[config.mk]
export PLATFORM = sky130hd
export DESIGN_NAME = module_display_scan
export DESIGN_NICKNAME = d
export VERILOG_FILES = /design/src/rtl/module_display_scan_pkg.sv /design/src/rtl/module_display_scan_bcd_decoder.sv /design/src/rtl/module_display_scan.sv
export SDC_FILE = /design/constraint.sdc
export NUM_CORES = 1
export LEC_CHECK = 0
export CORE_ASPECT_RATIO = 1.25
export CORE_MARGIN = 2
export CORE_UTILIZATION = 44
export CTS_BUF_LIST = sky130_fd_sc_hd__clkbuf_8
export DETAILED_ROUTE_END_ITERATION = 6
export HOLD_SLACK_MARGIN = 0.06
export PLACE_DENSITY_LB_ADDON = 0.25
export SYNTH_ARGS = -nofsm -noshare
export SYNTH_HDL_FRONTEND = slang
export SYNTH_SLANG_ARGS = --single-unit
[constraint.sdc]
create_clock -name clk -period 5.1 [get_ports clk]
set_input_delay 1.02 -clock clk [delete_from_list [all_inputs] [get_ports clk]]
set_output_delay 1.02 -clock clk [all_outputs]
set_load 0.02 [all_outputs]
[src/rtl/module_display_scan_pkg.sv]
// Shared types and constants for the multiplexed 7-segment display driver.
// Segment patterns are active-low, ordered {g,f,e,d,c,b,a}.
package display_pkg;

  typedef logic [6:0] seg_t;

  localparam seg_t SEG_BLANK_DEFAULT = 7'b1111111;

  // Widest supported display; instances slice the low N_DIGITS bits.
  localparam logic [7:0] AN_ALL_OFF = 8'hFF;

  function automatic int idx_width(input int n);
    return (n <= 2) ? 1 : $clog2(n);
  endfunction

endpackage

[src/rtl/module_display_scan_bcd_decoder.sv]
// BCD nibble to active-low 7-segment pattern {g,f,e,d,c,b,a}.
// Codes above 9 yield an all-off pattern; the caller applies its own blanking.
module module_bcd_decoder
  import display_pkg::*;
(
  input  logic [3:0] w,
  output seg_t       bcd
);

  always_comb begin
    unique case (w)
      4'd0:    bcd = 7'b1000000;
      4'd1:    bcd = 7'b1111001;
      4'd2:    bcd = 7'b0100100;
      4'd3:    bcd = 7'b0110000;
      4'd4:    bcd = 7'b0011001;
      4'd5:    bcd = 7'b0010010;
      4'd6:    bcd = 7'b0000010;
      4'd7:    bcd = 7'b1111000;
      4'd8:    bcd = 7'b0000000;
      4'd9:    bcd = 7'b0010000;
      default: bcd = 7'b1111111;
    endcase
  end

endmodule

[src/rtl/module_display_scan.sv]
// Time-multiplexed common-anode 7-segment driver with a frame-synchronous
// double buffer, dead time between digits and optional leading-zero blanking.
module module_display_scan
  import display_pkg::*;
#(
  parameter int   N_DIGITS    = 4,
  parameter int   REFRESH_DIV = 27000,
  parameter int   DEAD_CYCLES = 2,
  parameter seg_t SEG_BLANK   = SEG_BLANK_DEFAULT
) (
  input  logic                  clk,
  input  logic                  rst_n,
  input  logic [4*N_DIGITS-1:0] digits_i,
  input  logic                  load_i,
  input  logic                  lz_blank_i,
  output logic [6:0]            seg_o,
  output logic [N_DIGITS-1:0]   an_o,
  output logic                  frame_o,
  output logic                  busy_o
);

  localparam int IW = idx_width(N_DIGITS);
  localparam int PW = idx_width(REFRESH_DIV);
  localparam logic [N_DIGITS-1:0] AN_OFF = AN_ALL_OFF[N_DIGITS-1:0];

  logic [PW-1:0]         presc;
  logic [IW-1:0]         idx;
  logic [4*N_DIGITS-1:0] pending;
  logic [4*N_DIGITS-1:0] display;

  logic                  tick;
  logic                  wrap;
  logic [3:0]            nib;
  seg_t                  dec_seg;
  logic [N_DIGITS-1:0]   zero_from;
  logic                  zero_acc;
  seg_t                  seg_nxt;
  logic [N_DIGITS-1:0]   an_nxt;

  assign tick = (presc == PW'(REFRESH_DIV - 1));
  assign wrap = tick && (idx == IW'(N_DIGITS - 1));
  assign nib  = display[{idx, 2'b00} +: 4];

  module_bcd_decoder u_dec (
    .w   (nib),
    .bcd (dec_seg)
  );

  // zero_from[k] is set when digit k and every digit above it hold zero.
  always_comb begin
    // NOTE: every always_comb output gets a default first so no path can infer a latch.
    zero_from = '0;
    zero_acc  = 1'b1;
    for (int k = N_DIGITS - 1; k >= 0; k--) begin
      zero_acc     = zero_acc && (display[4*k +: 4] == 4'd0);
      zero_from[k] = zero_acc;
    end
  end

  always_comb begin
    seg_nxt = SEG_BLANK;
    an_nxt  = AN_OFF;
    if (int'(presc) >= DEAD_CYCLES) begin
      an_nxt[idx] = 1'b0;
      if (nib > 4'd9) begin
        seg_nxt = SEG_BLANK;
      end else if (lz_blank_i && (idx != '0) && zero_from[idx]) begin
        seg_nxt = SEG_BLANK;
      end else begin
        seg_nxt = dec_seg;
      end
    end
  end

  always_ff @(posedge clk) begin
    if (!rst_n) begin
      // NOTE: the buffers are a handful of flops, not a RAM, so they take the reset like the rest.
      presc   <= '0;
      idx     <= '0;
      pending <= '0;
      display <= '0;
      seg_o   <= SEG_BLANK;
      an_o    <= AN_OFF;
      frame_o <= 1'b0;
      busy_o  <= 1'b0;
    end else begin
      // NOTE: state uses non-blocking assignments so every flop samples pre-edge values.
      presc   <= tick ? '0 : presc + 1'b1;
      frame_o <= wrap;
      seg_o   <= seg_nxt;
      an_o    <= an_nxt;
      if (tick) begin
        idx <= wrap ? '0 : idx + 1'b1;
      end
      if (wrap) begin
        display <= pending;
        busy_o  <= 1'b0;
      end
      // A load on the wrap edge overrides the clear above and lands in the next frame.
      if (load_i) begin
        pending <= digits_i;
        busy_o  <= 1'b1;
      end
    end
  end

endmodule

==> results.md <==
Power:
- In this run, flip-flops and latches consume 50.2% of the power.
- The design draws 1.01 mW.
- In this run the static leakage power is 1.20 nW.
- The switching part of the total is 22.3%.
- For this design the ratio of total power to cell area is 309 nW/um^2.
- Combinational logic burns 7.5% of the power.
- In this run the power spent charging and discharging nets is 0.226 mW.
- The maximum resistive drop on vdd is 0.124 mV.
- Internal power comes to 0.788 mW.
- The clock network accounts for 42.2% of the total power.

Synthesis:
- For this run, the leading register cell type out of synthesis is dfxtp_1.
- The netlist uses 36 different library cells.
- The combined area of all synthesized cells is 2730 um^2.
- The gate count after technology mapping is 289.
- The synthesized design contains 62 register bits.
- The share of flip-flops with an asynchronous set or reset after synthesis is 0%.
- Of the synthesized area, sequential elements account for 45.5%.
- The number of nets handed over by synthesis was 320.
- The average footprint of a synthesized cell is 9.44 um^2.
- The count of synthesis-stage warnings from yosys is 0.
- The count of flip-flops with a built-in enable after synthesis is 0.

Drt:
- The detailed-route DRC error count is 0.
- The detail route stage leaves a number of antenna-violating nets equal to 0.
- In the routed layout, each cell is associated on average with a via count of 5.01.
- The average routed wire per standard cell is 12.6 um.
- The first-pass detailed-route iteration total is 4.
- For this block, the via count after detailed routing is 2043.
- For this block, the routed nets add up to 5140 um of wire.
- The violation count after the first detailed-route iteration is 85.

STA:
- The worst-case setup margin in the final layout is 2090 ps.
- The final critical path takes up 59.0% of the cycle.
- The minimum period implied by the final worst setup slack is 3010 ps.
- On the final layout, the worst hold slack is 460 ps.
- The final number of max-transition violations is 0.
- In this run the tightest slew margin relative to its limit is 33.3%.
- The final hold violation count is 0.
- The final sum of negative setup slack is 0 ps.
- Setup violations remaining at the end of the flow were counted as 0.
- Static timing analysis puts the maximum clock frequency at 332 MHz.
- The actual slew at the worst max-slew pin is 994 ps.
- The final worst clock skew is 10.0 ps.
- Setup repair after global routing left no endpoint under its margin.

CTS:
- Clock tree synthesis selected as its root buffer the cell clkbuf_8.
- In this run the post-CTS setup repair buffer count came out at 0.
- The number of gates resized after CTS is 0.
- The H-tree was split into 3 levels.
- The insertion delay of the later-clocked pin in the worst-skew pair is 340 ps.
- The number of buffers inserted by hold repair at cts is 0.
- The clock-pin slew on the worst setup and hold paths is 70 ps.
- The number of clock sinks seen by CTS is 62.
- The buffer depth of the longest clock path is 2.
- The TritonCTS clock tree is yes.
- In this run, CTS created clock tree buffers numbering 9.

Place:
- Before CTS, the worst setup slack after placement is 1730 ps.
- The estimated wirelength of the detail-placed design is 3570 um.
- The congestion estimate from routability-driven global placement came to 0.865.
- The number of port buffers is 32.

Critical path:
- For this design, the slowest cell found on the critical path is a31oi_1.
- The arrival time reported for the critical path endpoint is 3180 ps.
- The element type at the critical path start is an input pin.
- On the worst path, the slowest cell contributes a delay of 770 ps.
- The worst setup path is captured at a register.
- STA puts the critical path data required time at 5270 ps.
- The top fanout value on the critical path is 36.
- Walking the worst path, the cells encountered are clkdlybuf4s50_1, buf_4, inv_1, a31oi_1, o2111ai_1.
- The worst setup path category is in2reg.

Cells and area:
- The filler cells instantiated in the layout total 560.
- In the layout the commonest cells are dfxtp_1 (62), nand2_1 (41), nor2_1 (36).
- The library cell used most frequently in the layout, excluding fill and tap cells, is dfxtp_1.
- The share of cells above drive strength 1 is 7.43%.
- The antenna cell count is 0.
- The multi-input combinational cells in the finished layout cover a total of 1340 um^2.
- The number of nets in the final layout is 349.
- The signed area change from the synthesized netlist to the final layout is 20.2%.
- The sequential cells in the finished layout cover a total of 1240 um^2.

GRT:
- Global routing consumed, over all layers together, 17.1% of the routing resources.
- Global routing finished with a remaining overflow of 0.
- The maximum number of pins on one net before global-route repair is 37.
- The number of antenna violations at the first check in global routing was 0.
- The first global-routing pass estimated 9000 um of wire.
- The via count of the first global-routing pass was 1996.

Floorplanning:
- During I/O placement, the number of pins put on the boundary was 33.
- The area of the core region is 6090 um^2.
- For this configuration, the core starts out at a cell density of 44.8%.
- The area of the die is 6850 um^2.
- The die extent in y is 92.1 um.
- The die outline width is 74.4 um.
- The number of placement rows is 32.

Status:
- The run finished with clean final reports.

Min path:
- The class of the tightest hold or removal check is reg2reg.

Flow run:
- Across the run, the number of max-cap violations was 0.
==> cells by family after synthesis <==
| logic type | share of synthesized area [%] |
|---|---|
| multiplexers | 16.5 |
| AO/OA/AOI/OAI | 3.76 |
| adder cells (fa/ha/maj) | 5.04 |
| AND/OR/NAND/NOR | 19.7 |
| XOR/XNOR | 4.17 |
| flip-flops | 45.5 |
| buffers and inverters | 5.36 |
==> power by group through the flow <==
stage	Combinational (mW)	Clock, mW	Sequential, mW
2_1_floorplan	0.0332	0	0.528
3_3_place_gp	0.0759	0	0.521
3_5_place_dp	0.0772	0	0.520
4_1_cts	0.0776	0.439	0.510
5_1_grt	0.0841	0.461	0.511
6_report	0.0764	0.428	0.510
==> flip-flops by register name (all words and copies together) (netlist names) <==
name / count
busy_o: 1
frame_o: 1
presc: 15
display: 16
seg_o: 7
an_o: 4
pending: 16
idx: 2
==> synth_stat cells, types with 3 or more instances <==
library cell,number,area (um^2)
a21oi_1,6,30.0
buf_2,3,15.0
buf_6,3,33.8
clkbuf_1,9,33.8
dfxtp_1,62,1240
ha_1,11,138
inv_1,14,52.6
mux2i_1,34,340
mux4_2,3,67.6
nand2_1,41,154
nand3_1,8,40.0
nand4_1,7,43.8
nor2_1,36,135
nor3_1,3,15.0
nor4_1,10,62.6
o21ai_0,5,25.0
or4_1,3,22.5
xnor2_1,13,114
==> worst max-delay path, delay by kind of cell <==
| family | cells | cell delay, ps |
|---|---|---|
| buffers and inverters | 3 | 1170 |
| AOI/OAI and AO/OA | 2 | 980 |
==> final timing paths <==
kind / from / end / slack [ps] / cells after the start
setup / recovery: rst_n / seg_o[0]$_SDFF_PP1_ / 2090 / 5
hold / removal: pending[11]$_SDFFE_PN0P_ / display[11]$_SDFFE_PN0P_ / 460 / 2
setup reg to reg: idx[0]$_SDFFE_PN0P_ / seg_o[5]$_SDFF_PP1_ / 2820 / 7
hold reg to reg: pending[11]$_SDFFE_PN0P_ / display[11]$_SDFFE_PN0P_ / 460 / 2
==> area by class of cell <==
class / count / share of cell area [%]
tap: 85 / 3.24
multi-input combinational: 196 / 40.9
clock buffer: 11 / 4.61
clock inverter: 5 / 1.49
timing repair buffer: 34 / 10.2
sequential: 62 / 37.8
inverter: 15 / 1.72
==> metrics by stage <==
| stage | instances | util, % | cell area (um^2) |
|---|---|---|---|
| finish | 408 | 53.9 | 3280 |
| global route | 408 | 53.9 | 3280 |
| CTS | 408 | 53.9 | 3280 |
| detailed placement | 392 | 50.6 | 3080 |
| global placement | 392 | 50.6 | 3080 |
| floorplan | 289 | - | 2730 |
==> metal layers <==
layer | global-route usage, % | part of all wire (%) | vias to the layer above
met5 | 0 | 0 | -
met4 | 10.1 | 2.2 | 0
met3 | 4.18 | 3.9 | 14
met2 | 27.1 | 48 | 46
met1 | 20.5 | 46 | 938
li1 | - | - | 1045
No activity file was read; power rests on OpenSTA's default activity.
